[src/rtl/microcode_sequencer.sv]
// Multi-cycle microcode sequencer: walks FETCH/DECODE/EXEC/MEM/WB/NEXT per opcode
// and drives a registered control word, instruction-retired pulse and counter.
module microcode_sequencer #(
  parameter int CTRL_WIDTH = 11,
  parameter int CNT_WIDTH  = 16
) (
  input  logic                  clk,
  input  logic                  rst_n,
  input  logic                  run,
  input  logic [5:0]            opcode,
  output logic [CTRL_WIDTH-1:0] ctrl,
  output logic [2:0]            state,
  output logic                  instr_done,
  output logic                  halted,
  output logic [CNT_WIDTH-1:0]  instr_count
);

  typedef enum logic [2:0] {
    S_FETCH  = 3'd0,
    S_DECODE = 3'd1,
    S_EXEC   = 3'd2,
    S_MEM    = 3'd3,
    S_WB     = 3'd4,
    S_NEXT   = 3'd5,
    S_HALT   = 3'd7
  } state_e;

  localparam logic [5:0] OP_LW  = 6'd0;
  localparam logic [5:0] OP_SW  = 6'd1;
  localparam logic [5:0] OP_R   = 6'd2;
  localparam logic [5:0] OP_BEQ = 6'd3;
  localparam logic [5:0] OP_JMP = 6'd4;

  localparam logic [10:0] EIP_INC   = 11'h001;
  localparam logic [10:0] REGDST    = 11'h002;
  localparam logic [10:0] JUMP      = 11'h004;
  localparam logic [10:0] BRANCH    = 11'h008;
  localparam logic [10:0] MEMREAD   = 11'h010;
  localparam logic [10:0] MEMTOREG  = 11'h020;
  localparam logic [10:0] ALUOP_BEQ = 11'h040;
  localparam logic [10:0] ALUOP_R   = 11'h080;
  localparam logic [10:0] MEMWRITE  = 11'h100;
  localparam logic [10:0] ALUSRC    = 11'h200;
  localparam logic [10:0] REGWRITE  = 11'h400;

  localparam logic [CNT_WIDTH-1:0] CNT_ONE = {{(CNT_WIDTH-1){1'b0}}, 1'b1};

  state_e                 state_q, state_d;
  logic [5:0]             ir_op_q, ir_op_d;
  logic [CTRL_WIDTH-1:0]  ctrl_q, ctrl_d;
  logic                   instr_done_q, instr_done_d;
  logic                   halted_q, halted_d;
  logic [CNT_WIDTH-1:0]   count_q, count_d;
  logic [10:0]            word_s;

  // Next-state, opcode capture and retire counter
  always_comb begin
    state_d = state_q;
    ir_op_d = ir_op_q;
    count_d = count_q;
    case (state_q)
      S_FETCH: begin
        if (run) begin
          state_d = S_DECODE;
          ir_op_d = opcode;
        end else begin
          state_d = S_FETCH;
        end
      end
      S_DECODE: begin
        case (ir_op_q)
          OP_LW, OP_SW, OP_R, OP_BEQ: state_d = S_EXEC;
          OP_JMP:                     state_d = S_NEXT;
          default:                    state_d = S_HALT;
        endcase
      end
      S_EXEC: begin
        case (ir_op_q)
          OP_LW, OP_R: state_d = S_WB;
          OP_SW:       state_d = S_MEM;
          default:     state_d = S_NEXT;
        endcase
      end
      S_MEM, S_WB: state_d = S_NEXT;
      S_NEXT: begin
        state_d = S_FETCH;
        count_d = count_q + CNT_ONE;
      end
      S_HALT:  state_d = S_HALT;
      default: state_d = S_HALT;
    endcase
  end

  // Control word for the state being entered, so ctrl is a pure flop output
  always_comb begin
    word_s = 11'h000;
    case (state_d)
      S_EXEC: begin
        case (ir_op_q)
          OP_LW:   word_s = ALUSRC | MEMREAD | MEMTOREG;
          OP_SW:   word_s = ALUSRC;
          OP_R:    word_s = REGDST | ALUOP_R;
          OP_BEQ:  word_s = BRANCH | ALUOP_BEQ;
          default: word_s = 11'h000;
        endcase
      end
      S_WB: begin
        case (ir_op_q)
          OP_LW:   word_s = ALUSRC | MEMREAD | MEMTOREG | REGWRITE;
          OP_R:    word_s = REGDST | ALUOP_R | REGWRITE;
          default: word_s = 11'h000;
        endcase
      end
      S_MEM: word_s = ALUSRC | MEMWRITE;
      S_NEXT: begin
        case (ir_op_q)
          OP_BEQ:  word_s = BRANCH | ALUOP_BEQ | EIP_INC;
          OP_JMP:  word_s = JUMP | EIP_INC;
          default: word_s = EIP_INC;
        endcase
      end
      default: word_s = 11'h000;
    endcase
    ctrl_d       = CTRL_WIDTH'(word_s);
    instr_done_d = (state_d == S_NEXT);
    halted_d     = (state_d == S_HALT);
  end

  // State and output registers
  always_ff @(posedge clk or negedge rst_n) begin
    if (!rst_n) begin
      state_q      <= S_FETCH;
      ir_op_q      <= 6'd0;
      ctrl_q       <= '0;
      instr_done_q <= 1'b0;
      halted_q     <= 1'b0;
      count_q      <= '0;
    end else begin
      state_q      <= state_d;
      ir_op_q      <= ir_op_d;
      ctrl_q       <= ctrl_d;
      instr_done_q <= instr_done_d;
      halted_q     <= halted_d;
      count_q      <= count_d;
    end
  end

  assign ctrl        = ctrl_q;
  assign state       = state_q;
  assign instr_done  = instr_done_q;
  assign halted      = halted_q;
  assign instr_count = count_q;

endmodule

[config.mk]
export PLATFORM = sky130hd
export DESIGN_NAME = microcode_sequencer
export DESIGN_NICKNAME = d
export VERILOG_FILES = /design/src/rtl/microcode_sequencer.sv
export SDC_FILE = /design/constraint.sdc
export NUM_CORES = 1
export LEC_CHECK = 0
export BUFFER_PORTS_ARGS = -buffer_cell sky130_fd_sc_hd__clkbuf_2
export CELL_PAD_IN_SITES_DETAIL_PLACEMENT = 0
export CELL_PAD_IN_SITES_GLOBAL_PLACEMENT = 1
export CORE_ASPECT_RATIO = 0.5
export CORE_MARGIN = 4
export CORE_UTILIZATION = 40
export CTS_CLUSTER_DIAMETER = 30
export DETAILED_ROUTE_END_ITERATION = 10
export PLACE_DENSITY_LB_ADDON = 0.1
export SLEW_MARGIN = 10
export SYNTH_ARGS = -nofsm -noshare
export SYNTH_HDL_FRONTEND = slang
export SYNTH_SLANG_ARGS = --single-unit
[constraint.sdc]
create_clock -name clk -period 2.1 [get_ports clk]
set_input_delay 0.525 -clock clk [delete_from_list [all_inputs] [get_ports clk]]
set_output_delay 0.525 -clock clk [all_outputs]
set_load 0.005 [all_outputs]
==> impl_metrics.env <==
export IMPL_htree_levels=2
export IMPL_netlist_area_um2=1540
export IMPL_dp_slack_ps=191
export IMPL_critPathCaptureType="flop"
export IMPL_p_total_mw=2.26
export IMPL_synthDistinctLibCells=32
export IMPL_critPathArrivalTime_ps=2130
export IMPL_fillers=345
export IMPL_clk_pin_slew_ps=70
export IMPL_synth_edff_count=0
export IMPL_cts_buffers=5
export IMPL_grt_pass1_wl_um=4820
export IMPL_yosys_warnings=0
export IMPL_wl_per_cell_um=12.9
export IMPL_hold_buffers=0
export IMPL_slowest_stage="or4b_4"
export IMPL_max_vdd_ir_drop_uv=560
export IMPL_cp_max_fo=4
export IMPL_syn_area_per_cell_um2=12.1
export IMPL_yosys_area_top_type="dfrtp_1"
export IMPL_drtIter0Drc=22
export IMPL_syn_to_final_growth_pct=21.0
export IMPL_remaining_drc_errors=0
export IMPL_grt_usage=0.130
export IMPL_worst_clock_skew_ps=4.22
export IMPL_die_w_um=95.6
export IMPL_grt_max_degree=36
export IMPL_finalNonFillerCells=218
export IMPL_antenna_found_initial=0
export IMPL_required_ps=2300
export IMPL_place_congestion=0.762
export IMPL_fin_area_um2=1860
export IMPL_hold_path_class="in2async"
export IMPL_cpPeakStageDelay_ps=580
export IMPL_worst_slew_pin_slew_ps=511
export IMPL_syn_num_nets=137
export IMPL_cts_resized=0
export IMPL_async_flop_share=1.00
export IMPL_dpl_hpwl_um=2040
export IMPL_clockBufferDepth=2
export IMPL_dpl_instance_area_um2=1770
export IMPL_syn_instance_count=127
export IMPL_hold_viol_final=0
export IMPL_tritoncts="done"
export IMPL_p_per_area_nw_per_um2=1220
export IMPL_fin_hold_ws_ps=268
export IMPL_path_cells="or4b_4 > o311ai_4 > o311a_2 > nand3_4 > a211oi_2"
export IMPL_synth_area_leaders="dfrtp_1 (57%), xnor2_1 (6.8%), mux2_2 (4.4%)"
export IMPL_slew_viol_final=0
export IMPL_ys_ff_latch=35
export IMPL_rsz0062_at_grt="no"
export IMPL_grt_pass1_vias=1022
export IMPL_wl_um=2800
export IMPL_drive_gt1_frac=0.389
export IMPL_post_route_util=0.521
export IMPL_synth_ff_type="dfrtp_1"
export IMPL_cap_violations=0
export IMPL_yosysSeqAreaShare=0.570
export IMPL_via_per_inst=4.83
export IMPL_fin_setup_tns_ps=0
export IMPL_status="complete, no violations"
export IMPL_yosys_top_cells_count="dfrtp_1 (35), nand2_1 (12), xnor2_1 (12)"
export IMPL_core_area_um2=3570
export IMPL_crit_type="reg2reg"
export IMPL_chipHeight_um=51.8
export IMPL_dp_cells=211
export IMPL_synth_most_common_cell="dfrtp_1"
export IMPL_clock_latency_ps=280
export IMPL_num_rows=15
export IMPL_gr_total_overflow=0
export IMPL_ant_nets=0
export IMPL_num_antenna_cells=0
export IMPL_initial_core_util=0.431
export IMPL_final_nets=177
export IMPL_fin_crit_ps=1930
export IMPL_min_period_over_period=0.917
export IMPL_port_buffers=40
export IMPL_cts_root_buf="clkbuf_8"
export IMPL_p_leak_nw=0.930
export IMPL_cts_sinks=35
export IMPL_ios=41
export IMPL_synth_top_area_frac=0.570
export IMPL_relSlewSlack=0.657
export IMPL_first_pass_iters=4
export IMPL_fmax_mhz=519
export IMPL_vias=1053
export IMPL_postCtsSetupBuffers=0
export IMPL_setup_ws_ps=174
export IMPL_start_kind="flop"
export IMPL_die_area_um2=4950
export IMPL_setup_viol=0
state kept, by name, indices dropped and copies added, names as in the netlist:
signal,count
state,3
ctrl,8
instr_done,1
halted,1
instr_count,16
ir_op_q,6
final timing paths:
| kind | slack, ps | end | startpoint | cells after the start |
|---|---|---|---|---|
| setup / recovery | 170 | ctrl[6]$_DFF_PN0_ | ir_op_q[3]$_DFFE_PN0P_ | 5 |
| hold / removal | 270 | instr_count[15]$_DFFE_PN0P_ | rst_n | 2 |
| setup reg to reg | 170 | ctrl[6]$_DFF_PN0_ | ir_op_q[3]$_DFFE_PN0P_ | 5 |
| hold reg to reg | 470 | instr_count[15]$_DFFE_PN0P_ | instr_count[15]$_DFFE_PN0P_ | 1 |
| max in group asynchronous | 1520 | ir_op_q[0]$_DFFE_PN0P_ | rst_n | 2 |
| min in group clk | 470 | ir_op_q[1]$_DFFE_PN0P_ | opcode[1] | 2 |
cell families (layout without fill, tap and decap cells):
logic type	after synthesis	after routing	share of synthesized area
fa+ha+maj	1	1	0.00815
compound gates	4	4	0.0359
flops	35	35	0.570
xor+xnor	15	15	0.0856
mux	6	6	0.0440
buf+inv	14	54	0.0432
simple gates	52	52	0.213
worst max-delay path, delay by kind of cell, from the launching register on:
kind            cells  cell delay [ps]
compound gates      3              770
simple gates        2              680
flops               1              390
power breakdown:
group          internal (mW)  switching (mW)  total [mW]
clock                  0.257           0.230       0.487
combinational          0.341           0.377       0.718
sequential             0.842           0.212        1.05
total                   1.44           0.819        2.26
per-layer routing:
| metal | wire length [um] | track usage | up-vias |
|---|---|---|---|
| li1 | - | - | 512 |
| met1 | 1360 | 0.161 | 517 |
| met2 | 1260 | 0.201 | 21 |
| met3 | 161 | 0.0520 | 3 |
| met4 | 23 | 0.0566 | 0 |
| met5 | 0 | 0 | - |
cell type report:
type                       instances  area, um2  area share
inverter                           4       15.0     0.00808
multi-input combinational         78        593       0.319
timing repair buffer              43        223       0.120
sequential                        35        876       0.471
clock buffer                       6       82.6      0.0444
tap                               51       63.8      0.0343
clock inverter                     1       5.00     0.00269
layout by cell type (no fill, tap or decap), types with 2 or more instances in the layout:
| master | instances |
|---|---|
| xor2_1 | 3 |
| nor3_1 | 3 |
| clkbuf_2 | 40 |
| nand2_1 | 12 |
| nand3_1 | 5 |
| buf_4 | 3 |
| nand4_1 | 2 |
| inv_1 | 4 |
| clkbuf_8 | 6 |
| nor4_1 | 3 |
| dfrtp_1 | 35 |
| and3_1 | 5 |
| nor2_1 | 6 |
| nand2b_1 | 3 |
| nor4_2 | 3 |
| xnor2_1 | 12 |
| mux2_2 | 6 |
Note: power is estimated with default switching activity, not from simulation.
